<file path="config.mk">
export PLATFORM = sky130hd
export DESIGN_NAME = cpu_bus_fabric
export DESIGN_NICKNAME = d
export VERILOG_FILES = /design/src/rtl/bus_pkg.sv /design/src/rtl/bus_addr_decode.sv /design/src/rtl/cpu_bus_fabric.sv
export SDC_FILE = /design/constraint.sdc
export NUM_CORES = 1
export LEC_CHECK = 0
export CAP_MARGIN = 40
export CORE_AREA = 2 2 83 85
export CTS_CLUSTER_SIZE = 30
export DETAILED_ROUTE_END_ITERATION = 12
export DIE_AREA = 0 0 85 87
export GPL_TIMING_DRIVEN = 0
export PLACE_DENSITY = 0.71
export SYNTH_ARGS = -nofsm -noshare
export SYNTH_HDL_FRONTEND = slang
export SYNTH_SLANG_ARGS = --single-unit
</file>
<file path="constraint.sdc">
create_clock -name clk -period 1.82 [get_ports clk]
set_input_delay 0.273 -clock clk [delete_from_list [all_inputs] [get_ports clk]]
set_output_delay 0.273 -clock clk [all_outputs]
set_load 0.02 [all_outputs]
</file>
<file path="src/rtl/bus_pkg.sv">
// Shared types and constants for the CPU-side bus fabric: transfer states,
// read/write encoding and the stock NES address windows.
package bus_pkg;

  typedef enum logic [1:0] {
    ST_IDLE   = 2'd0,
    ST_ACCESS = 2'd1,
    ST_DONE   = 2'd2
  } state_t;

  localparam logic RW_READ  = 1'b1;
  localparam logic RW_WRITE = 1'b0;

  // NES CPU map: 2 KB RAM mirrored below 0x2000, 8 PPU registers mirrored
  // through 0x3FFF, cartridge PRG space in the upper half.
  localparam logic [15:0] NES_RAM_BASE  = 16'h0000;
  localparam logic [15:0] NES_RAM_MASK  = 16'hE000;
  localparam logic [15:0] NES_RAM_OFFS  = 16'h07FF;
  localparam logic [15:0] NES_PPU_BASE  = 16'h2000;
  localparam logic [15:0] NES_PPU_MASK  = 16'hE000;
  localparam logic [15:0] NES_PPU_OFFS  = 16'h0007;
  localparam logic [15:0] NES_CART_BASE = 16'h8000;
  localparam logic [15:0] NES_CART_MASK = 16'h8000;
  localparam logic [15:0] NES_CART_OFFS = 16'h7FFF;

endpackage

</file>
<file path="src/rtl/bus_addr_decode.sv">
// Combinational priority address decoder: lowest-index matching window wins,
// and the winning window's mirror mask is returned alongside the index.
module bus_addr_decode #(
  parameter int                       NUM_SLV  = 4,
  parameter int                       AW       = 16,
  parameter int                       SW       = (NUM_SLV > 1) ? $clog2(NUM_SLV) : 1,
  parameter logic [NUM_SLV*AW-1:0]    SLV_BASE = '0,
  parameter logic [NUM_SLV*AW-1:0]    SLV_MASK = '0,
  parameter logic [NUM_SLV*AW-1:0]    SLV_OFFS = '1
) (
  input  logic [AW-1:0] addr,
  output logic [SW-1:0] sel,
  output logic          hit,
  output logic [AW-1:0] offs
);

  // Scan from the top down so the lowest matching index is the last writer.
  always_comb begin
    sel  = '0;
    hit  = 1'b0;
    offs = '1;
    for (int i = NUM_SLV - 1; i >= 0; i--) begin
      if ((addr & SLV_MASK[i*AW +: AW]) == SLV_BASE[i*AW +: AW]) begin
        sel  = SW'(i);
        hit  = 1'b1;
        offs = SLV_OFFS[i*AW +: AW];
      end
    end
  end

endmodule

</file>
<file path="src/rtl/cpu_bus_fabric.sv">
// CPU-side bus fabric: decodes one master request onto NUM_SLV slaves, tracks
// the transfer, emulates open-bus reads and times out hung slaves.
module cpu_bus_fabric
  import bus_pkg::*;
#(
  parameter int                    NUM_SLV  = 4,
  parameter int                    AW       = 16,
  parameter int                    DW       = 8,
  parameter int                    TIMEOUT  = 15,
  parameter logic [NUM_SLV*AW-1:0] SLV_BASE = '0,
  parameter logic [NUM_SLV*AW-1:0] SLV_MASK = '0,
  parameter logic [NUM_SLV*AW-1:0] SLV_OFFS = '1
) (
  input  logic                  clk,
  input  logic                  rst,
  input  logic                  Cmd,
  input  logic                  RW,
  input  logic [AW-1:0]         Addr,
  input  logic [DW-1:0]         WData,
  output logic [DW-1:0]         RData,
  output logic                  Finish,
  output logic                  Busy,
  output logic                  Err,
  output logic [NUM_SLV-1:0]    s_cmd,
  output logic                  s_rw,
  output logic [AW-1:0]         s_addr,
  output logic [DW-1:0]         s_wdata,
  input  logic [NUM_SLV*DW-1:0] s_rdata,
  input  logic [NUM_SLV-1:0]    s_finish
);

  localparam int         SW      = (NUM_SLV > 1) ? $clog2(NUM_SLV) : 1;
  localparam logic [7:0] TO_LAST = 8'(TIMEOUT - 1);

  logic [SW-1:0] dec_sel;
  logic          dec_hit;
  logic [AW-1:0] dec_offs;

  bus_addr_decode #(
    .NUM_SLV  (NUM_SLV),
    .AW       (AW),
    .SW       (SW),
    .SLV_BASE (SLV_BASE),
    .SLV_MASK (SLV_MASK),
    .SLV_OFFS (SLV_OFFS)
  ) u_decode (
    .addr (Addr),
    .sel  (dec_sel),
    .hit  (dec_hit),
    .offs (dec_offs)
  );

  state_t               state_q,   state_d;
  logic [SW-1:0]        sel_q,     sel_d;
  logic [7:0]           cnt_q,     cnt_d;
  logic [NUM_SLV-1:0]   s_cmd_q,   s_cmd_d;
  logic                 finish_q,  finish_d;
  logic                 err_q,     err_d;
  logic                 busy_q,    busy_d;
  logic [DW-1:0]        rdata_q,   rdata_d;
  logic [DW-1:0]        ob_q,      ob_d;
  logic                 s_rw_q,    s_rw_d;
  logic [AW-1:0]        s_addr_q,  s_addr_d;
  logic [DW-1:0]        s_wdata_q, s_wdata_d;

  logic                 sel_finish;
  logic [DW-1:0]        sel_rdata;

  // Only the latched slave's response is visible to the FSM.
  always_comb begin
    sel_finish = 1'b0;
    sel_rdata  = '0;
    for (int i = 0; i < NUM_SLV; i++) begin
      if (sel_q == SW'(i)) begin
        sel_finish = s_finish[i];
        sel_rdata  = s_rdata[i*DW +: DW];
      end
    end
  end

  always_comb begin
    state_d   = state_q;
    sel_d     = sel_q;
    cnt_d     = cnt_q;
    s_cmd_d   = '0;
    finish_d  = 1'b0;
    err_d     = 1'b0;
    busy_d    = busy_q;
    rdata_d   = rdata_q;
    ob_d      = ob_q;
    s_rw_d    = s_rw_q;
    s_addr_d  = s_addr_q;
    s_wdata_d = s_wdata_q;
    case (state_q)
      ST_IDLE: begin
        if (Cmd) begin
          s_rw_d    = RW;
          s_addr_d  = Addr & dec_offs;
          s_wdata_d = WData;
          sel_d     = dec_sel;
          cnt_d     = '0;
          busy_d    = 1'b1;
          if (dec_hit) begin
            state_d = ST_ACCESS;
            s_cmd_d = NUM_SLV'(1) << dec_sel;
          end else begin
            // Unmapped: reads see the open bus, writes are dropped but
            // still leave their data floating on the bus.
            state_d  = ST_DONE;
            finish_d = 1'b1;
            if (RW == RW_READ) rdata_d = ob_q;
            else               ob_d    = WData;
          end
        end
      end
      ST_ACCESS: begin
        if (sel_finish) begin
          state_d  = ST_DONE;
          finish_d = 1'b1;
          if (s_rw_q == RW_READ) begin
            rdata_d = sel_rdata;
            ob_d    = sel_rdata;
          end else begin
            ob_d    = s_wdata_q;
          end
        end else if (cnt_q == TO_LAST) begin
          state_d  = ST_DONE;
          finish_d = 1'b1;
          err_d    = 1'b1;
          if (s_rw_q == RW_READ) rdata_d = ob_q;
          else                   ob_d    = s_wdata_q;
        end else begin
          cnt_d = cnt_q + 8'd1;
        end
      end
      ST_DONE: begin
        state_d = ST_IDLE;
        busy_d  = 1'b0;
      end
      default: begin
        state_d = ST_IDLE;
        busy_d  = 1'b0;
      end
    endcase
  end

  always_ff @(posedge clk or posedge rst) begin
    if (rst) begin
      state_q   <= ST_IDLE;
      sel_q     <= '0;
      cnt_q     <= '0;
      s_cmd_q   <= '0;
      finish_q  <= 1'b0;
      err_q     <= 1'b0;
      busy_q    <= 1'b0;
      rdata_q   <= '0;
      ob_q      <= '0;
      s_rw_q    <= RW_READ;
      s_addr_q  <= '0;
      s_wdata_q <= '0;
    end else begin
      state_q   <= state_d;
      sel_q     <= sel_d;
      cnt_q     <= cnt_d;
      s_cmd_q   <= s_cmd_d;
      finish_q  <= finish_d;
      err_q     <= err_d;
      busy_q    <= busy_d;
      rdata_q   <= rdata_d;
      ob_q      <= ob_d;
      s_rw_q    <= s_rw_d;
      s_addr_q  <= s_addr_d;
      s_wdata_q <= s_wdata_d;
    end
  end

  assign RData   = rdata_q;
  assign Finish  = finish_q;
  assign Busy    = busy_q;
  assign Err     = err_q;
  assign s_cmd   = s_cmd_q;
  assign s_rw    = s_rw_q;
  assign s_addr  = s_addr_q;
  assign s_wdata = s_wdata_q;

endmodule

</file>
# Word-level counts from Yosys, hierarchy flattened
# Cells that the tools add are included.
[classes] n_reduce_logical=9 n_addsub=1 shift=0 div_mod_pow=0 n_mul=0 eq_ne=9 muxes=25 bitwise_logic=1 magnitude_cmp=0
[op_table] op="2-to-1 mux 8 bit" n=11
[op_table] op="case mux 8 bit (2 select lines)" n=1
[op_table] op="inequality test 2 bit (second input constant)" n=5
[op_table] op="adder 8 x 1 -> 8 bit (second input constant)" n=1
[op_table] op="== test 8 x 4 -> 1 bit (second input constant)" n=1
[op_table] op="2-to-1 mux 1 bit" n=8
[op_table] op="AND reduction 4 bit" n=2
[op_table] op="2-to-1 mux 2 bit" n=3
[op_table] op="AND reduction 2 bit" n=3
[op_table] op="case mux 2 bit (2 select lines)" n=1
[op_table] op="nonzero test 2 bit" n=2
[op_table] op="inequality test 3 bit (second input constant)" n=1
[op_table] op="AND reduction 3 bit" n=1
[op_table] op="== test 2 x 1 -> 1 bit (second input constant)" n=1
[op_table] op="zero test 2 bit" n=1
[op_table] op="inequality test 2 x 1 -> 1 bit (second input constant)" n=1
[op_table] op="case mux 1 bit (2 select lines)" n=1
[op_table] op="NOT 1 bit" n=1
[word_totals] rom_bits=0 inputBits=64 output_inout_bits=40 latchBits=0 word_cells=56 ramBits=0 regBits=58 memories=0

# Logic depth before layout (Yosys ltp)
[logic_depth] word_depth=4 depth_mapped=7 depth_no_buf=7

# By module
# A second synthesis with hierarchy kept.
[hier_totals] cells_unflattened=309 hier_area_um2=3089.2
[modules_own_cells] module="cpu_bus_fabric" area_per_inst_um2=2939.1 instances=1 seq_area_each_um2=1502.7 cells_each=288
[modules_own_cells] module="bus_addr_decode" area_per_inst_um2=150.1 instances=1 seq_area_each_um2=0.0 cells_each=21

# Worst setup path before layout
# OpenSTA, ideal clock, no wires.
[synth_path] path_kind="register to register" startpoint="register cnt_q[0]" endpoint="register cnt_q[1]" path_stages_with_launch=8 synth_period_minus_slack_ps=1789 arrival_time_ps=1662 path_buffers=0 setup_slack_ps=31 setup_time_ps=127 t_required_ps=1693 cell_sequence="dfrtp_1 -> inv_1 -> ha_1 -> nor3b_4 -> a211oi_4 -> nor2_2 -> inv_2 -> mux2_1"
[synth_between] elab_chain_len=4 elab_cells_between_ends=7 cone_classes="1 x add/sub; 2 x eq/ne; 3 x mux; 1 x reduce/logical"
[synth_rtl] element="from (decl)" line="cpu_bus_fabric.sv:55" source="logic [7:0] cnt_q, cnt_d;"
[synth_rtl] element="from (signal assigned)" line="cpu_bus_fabric.sv:164" source="cnt_q <= cnt_d;"
[synth_rtl] element="adder 8 x 1 -> 8 bit" line="cpu_bus_fabric.sv:133" source="cnt_d = cnt_q + 8'd1;"
[synth_rtl] element="2-to-1 mux 8 bit" line="cpu_bus_fabric.sv:126" source="end else if (cnt_q == TO_LAST) begin"
[synth_rtl] element="2-to-1 mux 8 bit" line="cpu_bus_fabric.sv:117" source="if (sel_finish) begin"
[synth_rtl] element="case mux 8 bit (2 select lines)" line="cpu_bus_fabric.sv:94" source="case (state_q)"
# Several ways; a longest one is shown, not always the timed one. The select of a mux whose other input is x is not followed.
# A chain may end at the register's enable or synchronous reset.

# Worst setup path after layout
[layout_path] startpoint="register cnt_q[0]" endpoint="register cnt_q[5]"
# Same word-level chain as after synthesis.

==> results.cfg <==
[cells_and_area]
final_core_util_pct = 53.7
nNetsFinal = 343
register_area_sq_um = 1380
area_growth_pct = 45.7
n_antenna_cell = 0
fill_cells = 551
fin_cells = 358
drive_gt1_share_pct = 28.8
mostFrequentLayoutCell = clkdlybuf4s50_1
layout_common_cells = clkdlybuf4s50_1 (73), dfrtp_1 (54), mux2_2 (38), o21ai_0 (19), buf_4 (10)
multi_input_area_sq_um = 1030
fin_area_sq_um = 3530

[sta]
rsz0062_at_grt = yes
slew_violations = 0
max-slew-margin-rel_pct = 50.4
hold_violations = 0
tightest_slew_ps = 743
worst_slack_ps = 13.6
finalClockSkew_ps = 8.91
finalCriticalPeriod_ps = 1810
fin_tns_setup_ps = 0
setup_viol = 0
fin_hold_ws_ps = 399
period_share_pct = 99.3
fmax_mhz = 554

[clocking]
worstSkewPairLatency_ps = 310
cts_hold_buffers = 0
cts.clk_slew.worst_paths_ps = 100
htreeDepth = 2
clock_sinks = 55
cts_tree = yes
clk_path_buf_depth = 2
clock-root-buffer = clkbuf_8
cts_buffers = 5

[drt]
drt-pass1-iter-count = 4
viasPerCell = 5.01
post_drt_wl_per_cell_microns = 15.5
drc_errors = 0
finalWirelength_mm = 5.56
antenna_left = 0
via_count = 1792
first_iter_violations = 49

[synth]
synthMuxAreaShare_pct = 22.8
synth-edff-count = 0
ys_types = 36
synth_top_family_by_area = multiplexers
synthAdderAreaFrac_pct = 1.03
async_flop_share_pct = 100
avgSynthCellArea_sq_um = 13.2
synth-simple-area-share_pct = 7.24
synth_area_sq_um = 2420
synth-seq-cells = 55
syn_inst = 184
synth_flop_cell = dfrtp_1
synth_compound_area_share_pct = 8.94
ys_warn_count = 0
ys_seq_area_share_pct = 56.9
yosys.area_share.xor_xnor_pct = 0

[worst_setup_path]
critPathLaunchType = flop
cpMostUsedCell = buf_6
cp-end-kind = flop
critPathSlowestCell = dfrtp_1
crit_type = reg2reg
critPathMaxStageDelay_ps = 380
crit_chain = inv_1 -> ha_1 -> nor3b_4 -> buf_6 -> a211oi_4 -> buf_6 -> and3_1 -> a221o_1
path_max_fanout = 8
arrival_ps = 2000
required_ps = 2010

[power_and_ir_drop]
power_mw = 5.05
p_per_area_nw_per_um2 = 1430
peakVddDrop_v = 0.000751
p_leak_nw = 1.52

[run_status]
status = complete, no violations

[worst_hold_path]
min_path_type = in2async

[global_routing]
grt_use_total_pct = 15.1
grt_pass1_wl_mm = 8.85
grt_pass1_vias = 1777
grt_overflow_total = 0
grt_max_degree = 34
antenna_found_initial = 0

[placed_design]
placed_cells = 340
port_buffers = 73
place_ws_ps = -434
place_area_sq_um = 3290
place_congestion = 0.755
dp_hpwl_mm = 3.71

[run]
drv_cap = 0

[die]
dieArea_sq_um = 7400
core_area_sq_um = 6570
fp.dieH_microns = 87
num_rows = 30
ioPinCount = 104
start_util_pct = 36.9
dieWidth_microns = 85
==> worst max-delay path, delay by kind of cell (launching register included) <==
family | cells | cell delay, ps
flops | 1 | 380
buf+inv | 3 | 370
compound gates | 2 | 320
simple gates | 2 | 480
fa+ha+maj | 1 | 150
==> power by group <==
part	switching (mW)	total (mW)	internal, mW
combinational	1.11	2.37	1.26
sequential	0.273	1.97	1.69
clock	0.397	0.710	0.313
==> final cells by class <==
class | count | share of cell area, %
Multi-Input combinational cell | 117 | 29.1
Clock buffer | 7 | 2.45
Clock inverter | 1 | 0.248
Inverter | 5 | 0.532
Tap cell | 80 | 2.84
Sequential cell | 55 | 39.0
Timing Repair Buffer | 84 | 24.2
Buffer | 9 | 1.60
==> sequential cells by signal, summed over array words and instances, names as in the netlist, 2 cells and up <==
| name | cells |
|---|---|
| RData | 8 |
| ob_q | 8 |
| state_q | 2 |
| cnt_q | 8 |
| s_addr | 16 |
| s_wdata | 8 |
==> synthesized netlist by cell type, types with 2 or more instances <==
cell	count	share of area [%]
dfrtp_1	54	56
mux2_2	38	18
o21ai_0	19	3.9
nand2_1	9	1.4
mux2i_1	8	3.3
a31oi_1	5	1.3
buf_2	5	1.0
inv_1	4	0.62
mux2_1	4	1.9
nor2_1	4	0.62
buf_4	3	0.93
a21oi_1	2	0.41
a41oi_1	2	0.72
and3_1	2	0.52
ha_1	2	1.0
nand2b_1	2	0.52
nand3_1	2	0.41
==> final timing paths <==
path,endpoint,slack [ps],from,cells after the start
max in group asynchronous,ob_q[4],850,rst,3
worst max register to register,cnt_q[5],10,cnt_q[0],8
worst max-delay path,cnt_q[5],10,cnt_q[0],8
worst min register to register,Busy,490,Busy,1
worst min-delay path,s_addr[1],400,rst,2
min in group clk,s_rw,480,RW,3
==> routing by layer <==
layer,vias to the layer above,global-route usage [%],part of all wire (%)
met3,7,4.45,6.6
met5,-,0,0
met1,882,20.6,44
met2,61,23.5,49
li1,842,-,-
met4,0,4.62,0.99
==> logic make-up (layout without fill, tap and decap cells) <==
group           count (synthesis)  in the layout
buf+inv                        14            106
compound gates                 34             34
fa+ha+maj                       2              2
simple gates                   28             28
flops                          55             55
mux                            50             50
other cells                     1              3
==> repair_timing <==
item                                    in CTS  in global routing
pin swaps                                    2                  4
endpoints found under the setup margin      25                 26
hold endpoints to repair                     0                  0
setup buffers                                5                  5
resized for setup                            2                 11
Power figures use the tool's default switching activity.
